### src/rtl/lab1_imul_zero_skip_mul.sv
// ---------------------------------------------------------------------------
// lab1_imul_zero_skip_mul
//
// Iterative shift-and-add integer multiplier with optional zero skipping.
// The block takes one pair of operands, iterates over the multiplier bits,
// and returns the product modulo 2^NBITS.
//
// Parameters
//   NBITS : operand and result width (default 32)
//   WIN   : zero-skip window in bits, legal range 2..NBITS (default 8)
//
// Configuration macro
//   LAB1_IMUL_ZERO_SKIP_EN
//     defined   : each iteration shifts by up to WIN positions, skipping runs
//                 of zero multiplier bits.
//     undefined : each iteration shifts by exactly one position.
//   Both builds produce identical products; only the latency differs.
//
// Ports
//   clk       in   1        sole clock, rising edge
//   reset     in   1        synchronous, active-high
//   req_val   in   1        request valid
//   req_rdy   out  1        block can accept a request (IDLE only)
//   req_msg   in   2*NBITS  {a, b}: a in the upper half, b in the lower half
//   resp_val  out  1        product valid (DONE only)
//   resp_rdy  in   1        consumer ready
//   resp_msg  out  NBITS    a*b modulo 2^NBITS
//   dbg_state out  2        current FSM state (0 IDLE, 1 CALC, 2 DONE)
//
// Handshake: a transfer happens on a rising edge where val and rdy are both
// high. val never depends on rdy; the producer holds val and msg stable until
// the transfer. req_rdy is high only in IDLE, resp_val is high only in DONE,
// and resp_msg is stable for as long as resp_val is high.
// ---------------------------------------------------------------------------
module lab1_imul_zero_skip_mul #(
  parameter int NBITS = 32,
  parameter int WIN   = 8
) (
  input  logic               clk,
  input  logic               reset,
  input  logic               req_val,
  output logic               req_rdy,
  input  logic [2*NBITS-1:0] req_msg,
  output logic               resp_val,
  input  logic               resp_rdy,
  output logic [NBITS-1:0]   resp_msg,
  output logic [1:0]         dbg_state
);

  // Wide enough to hold the value WIN itself (all-zero window case).
  localparam int SHW = $clog2(WIN) + 1;

  typedef enum logic [1:0] {
    IDLE = 2'd0,
    CALC = 2'd1,
    DONE = 2'd2
  } state_t;

  state_t           state;
  logic [NBITS-1:0] a_reg;
  logic [NBITS-1:0] b_reg;
  logic [NBITS-1:0] acc;
  logic [SHW-1:0]   shamt;

  // -------------------------------------------------------------------------
  // Shift amount for the current CALC iteration.
  // -------------------------------------------------------------------------
`ifdef LAB1_IMUL_ZERO_SKIP_EN
  // Look at the low WIN bits of b:
  //   all zero      -> skip the whole window
  //   b[0] set      -> consume just that bit (its add happens this cycle)
  //   otherwise     -> jump straight to the lowest set bit
  // The loop runs high-to-low so the last hit is the lowest set bit.
  always_comb begin
    shamt = SHW'(WIN);
    if (b_reg[0]) begin
      shamt = SHW'(1);
    end else if (b_reg[WIN-1:0] != '0) begin
      for (int i = WIN - 1; i >= 1; i--) begin
        if (b_reg[i]) begin
          shamt = SHW'(i);
        end
      end
    end
  end
`else
  // Plain radix-2 iteration: one multiplier bit per cycle.
  assign shamt = SHW'(1);
`endif

  // -------------------------------------------------------------------------
  // Control FSM and datapath. req_rdy and resp_val are registered alongside
  // the state so they track it exactly.
  // -------------------------------------------------------------------------
  always_ff @(posedge clk) begin
    if (reset) begin
      state    <= IDLE;
      a_reg    <= '0;
      b_reg    <= '0;
      acc      <= '0;
      req_rdy  <= 1'b1;
      resp_val <= 1'b0;
    end else begin
      case (state)
        IDLE: begin
          if (req_val && req_rdy) begin
            a_reg   <= req_msg[2*NBITS-1:NBITS];
            b_reg   <= req_msg[NBITS-1:0];
            acc     <= '0;
            state   <= CALC;
            req_rdy <= 1'b0;
          end
        end

        CALC: begin
          if (b_reg == '0) begin
            // No multiplier bits left: finish without touching the datapath.
            state    <= DONE;
            resp_val <= 1'b1;
          end else begin
            if (b_reg[0]) begin
              acc <= acc + a_reg;
            end
            a_reg <= a_reg << shamt;
            b_reg <= b_reg >> shamt;
          end
        end

        DONE: begin
          // Everything stays frozen while the consumer stalls.
          if (resp_val && resp_rdy) begin
            state    <= IDLE;
            resp_val <= 1'b0;
            req_rdy  <= 1'b1;
          end
        end

        default: begin
          state    <= IDLE;
          req_rdy  <= 1'b1;
          resp_val <= 1'b0;
        end
      endcase
    end
  end

  assign resp_msg  = acc;
  assign dbg_state = state;

endmodule

### config.mk
export PLATFORM = sky130hd
export DESIGN_NAME = lab1_imul_zero_skip_mul
export DESIGN_NICKNAME = d
export VERILOG_FILES = /design/src/rtl/lab1_imul_zero_skip_mul.sv
export SDC_FILE = /design/constraint.sdc
export NUM_CORES = 1
export LEC_CHECK = 0
export BUFFER_PORTS_ARGS = -buffer_cell sky130_fd_sc_hd__buf_2
export CORE_MARGIN = 1.5
export CORE_UTILIZATION = 30
export DETAILED_ROUTE_END_ITERATION = 7
export GPL_TIMING_DRIVEN = 0
export SYNTH_ARGS = -nofsm -noshare
export SYNTH_HDL_FRONTEND = slang
export SYNTH_SLANG_ARGS = --single-unit
export TNS_END_PERCENT = 30
### constraint.sdc
create_clock -name clk -period 5.2 [get_ports clk]
set_input_delay 1.04 -clock clk [delete_from_list [all_inputs] [get_ports clk]]
set_output_delay 1.04 -clock clk [all_outputs]
set_load 0.02 [all_outputs]
==> impl_metrics.env <==
export IMPL_syn_area_sq_um=5670
export IMPL_holdPathEnd="resp_msg[18]"
export IMPL_min_from="resp_msg[18]"
export IMPL_cp_end_kind="flip-flop"
export IMPL_hold_depth=2
export IMPL_clk_pin_slew_worst_paths_ps=80
export IMPL_grt_start_max_net_pins=18
export IMPL_r2r_end="resp_msg[26]"
export IMPL_vias=5212
export IMPL_syn_num_nets=772
export IMPL_start_util_pct=30.4
export IMPL_grt_pass1_wl_microns=26100
export IMPL_ctsResizeCount=0
export IMPL_die_w_microns=140
export IMPL_first_pass_iters=5
export IMPL_clkLatencyLatePin_ps=360
export IMPL_finalCriticalPeriod_ps=3090
export IMPL_rsz0062_at_grt="no"
export IMPL_timing_final_ws_setup_ps=2110
export IMPL_die_area_sq_um=19700
export IMPL_finalNetCount=886
export IMPL_ir_worst_vdd_mv=0.167
export IMPL_crit_required_ps=5450
export IMPL_cts_tree="built"
export IMPL_worstSetupPathType="flip-flop to flip-flop"
export IMPL_leakagePower_nw=3.12
export IMPL_hold_path_class="flip-flop to flip-flop"
export IMPL_drc_errors=0
export IMPL_wl_per_cell_microns=15.7
export IMPL_cts_made_buffers=9
export IMPL_worstSetupStartpointType="flip-flop"
export IMPL_ios=104
export IMPL_relSlewSlack_pct=45.4
export IMPL_ctsLongestPathBuffers=2
export IMPL_grt_pass1_vias=5121
export IMPL_viasPerCell=5.08
export IMPL_gp_congestion=0.900
export IMPL_antenna_left=0
export IMPL_die_y_microns=140
export IMPL_cts_htree_levels=3
export IMPL_synthToLayoutAreaGrowth_pct=19.6
export IMPL_slew_viol_final=0
export IMPL_fin_skew_ps=11.5
export IMPL_hold_viol_final=0
export IMPL_ys_flop_type="dfxtp_1"
export IMPL_synthDistinctLibCells=54
export IMPL_pre_cts_slack_ps=1680
export IMPL_synth_seq_cells=100
export IMPL_design_core_area_sq_um=18600
export IMPL_worst_slew_pin_slew_ps=819
export IMPL_layout_common_cells="nor2_1 (113), buf_2 (104), dfxtp_1 (100)"
export IMPL_fmax_mhz=323
export IMPL_outcome="finished, final reports clean"
export IMPL_drtIter0Drc=332
export IMPL_rr_startpoint="a_reg[0]"
export IMPL_setup_violations=0
export IMPL_rrSetupSlack_ps=2110
export IMPL_tns_ps=0
export IMPL_power_density_nw_per_um2=305
export IMPL_routed_wl_microns=16100
export IMPL_whs_ps=471
export IMPL_cp_arrival_ps=3350
export IMPL_cts_sinks=100
export IMPL_dpl_cell_area_sq_um=6480
export IMPL_drive_gt1_share_pct=16.2
export IMPL_ff2ff_path_depth=13
export IMPL_cts_setup_buffers=0
export IMPL_grt_usage_pct=16.5
export IMPL_synth_avg_cell_area_sq_um=8.44
export IMPL_root_buffer="clkbuf_16"
export IMPL_hpwlAfterDp_microns=12400
export IMPL_ys_seq_area_share_pct=35.3
export IMPL_min_period_over_period_pct=59.5
export IMPL_synthesis_instances=672
export IMPL_fin_area_sq_um=6780
export IMPL_synth_edff_count=0
export IMPL_postCtsHoldBufs=0
export IMPL_p_total_mw=2.07
export IMPL_rows=50
export IMPL_async_reset_ff_share_pct=0
export IMPL_synth_warnings=0
export IMPL_final_common_cell="nor2_1"
export IMPL_grt_ovfl_total=0
export IMPL_cap_violations=0
export IMPL_antenna_found_initial=1
export IMPL_port_buffers=103
export IMPL_cp_max_fo=6
## report_power, final
part | switching [mW] | internal [mW]
combinational | 0.277 | 0.187
clock | 0.320 | 0.377
sequential | 0.0653 | 0.841
## cell usage after synthesis, drive strengths merged (2+ instances only)
master | number | area (sq um)
a21o | 19 | 143
nand2 | 31 | 116
dfxtp | 100 | 2000
nor4 | 10 | 62.6
and3 | 3 | 18.8
a31oi | 14 | 103
ha | 31 | 388
or2 | 3 | 18.8
mux2i | 61 | 611
a22oi | 2 | 15.0
a211oi | 66 | 500
buf | 8 | 31.3
o21bai | 3 | 22.5
o31ai | 3 | 22.5
a21oi | 43 | 219
inv | 14 | 52.6
nor3b | 2 | 15.0
nor3 | 11 | 60.1
xor2 | 13 | 114
o21ai | 33 | 165
a2111oi | 2 | 17.5
nand4 | 6 | 37.5
nor4b | 2 | 23.8
nor2b | 8 | 50.1
o211ai | 3 | 22.5
nand2b | 4 | 25.0
xnor2 | 12 | 105
nor2 | 113 | 424
clkbuf | 32 | 120
nand3 | 5 | 25.0
## how the worst max path moves through the flow
stage	start	endpoint	slack, ps	cells past startpoint
after floorplan	resp_msg[0]	resp_msg[26]	2500	13
after global placement	req_val	a_reg[15]	1710	8
after detailed placement	req_val	a_reg[23]	1680	8
after CTS	req_val	a_reg[23]	2050	8
after global routing	b_reg[0]	resp_msg[30]	1840	11
final	a_reg[0]	resp_msg[26]	2110	13
## area by class of cell
class | count | area [sq um]
antenna | 1 | 2.50
inverter | 14 | 52.6
clock buffer | 9 | 225
buffer | 40 | 151
fill | 1971 | 11900
tap | 234 | 293
clock inverter | 6 | 75.1
multi-input combinational | 518 | 3460
timing repair buffer | 103 | 515
sequential | 100 | 2000
## stage by stage
step / util [%] / instances
floorplan: - / 672
global placement: 34.7 / 1009
detailed placement: 34.7 / 1009
CTS: 36.4 / 1024
global route: 36.4 / 1024
finish: 36.4 / 1025
## cells by family after synthesis
logic type	synth area share [%]
compound gates	23.3
xor+xnor	3.86
fa+ha+maj	7.19
buf+inv	3.60
flops	35.3
mux	10.8
simple gates	16.0
## layer usage
metal	vias to the layer above	routed length [microns]	track usage, %	part of all wire, %
li1	2685	-	-	-
met1	2405	7530	21.3	47
met2	107	7490	27.9	47
met3	15	855	3.56	5.3
met4	0	199	4.39	1.2
met5	-	0	0	0
## worst max-delay path, stage by stage (launching register included)
cell and delay (ps):
dfxtp_1 400, ha_1 240, inv_1 70, fa_1 380, nor2b_1 170, o21ai_1 100, a21oi_1 220, o21ai_1 120
a21oi_1 280, a31oi_1 290, nor2_1 230, o21ai_1 100, a21o_1 180, a32o_1 210
Power figures use the tool's default switching activity.
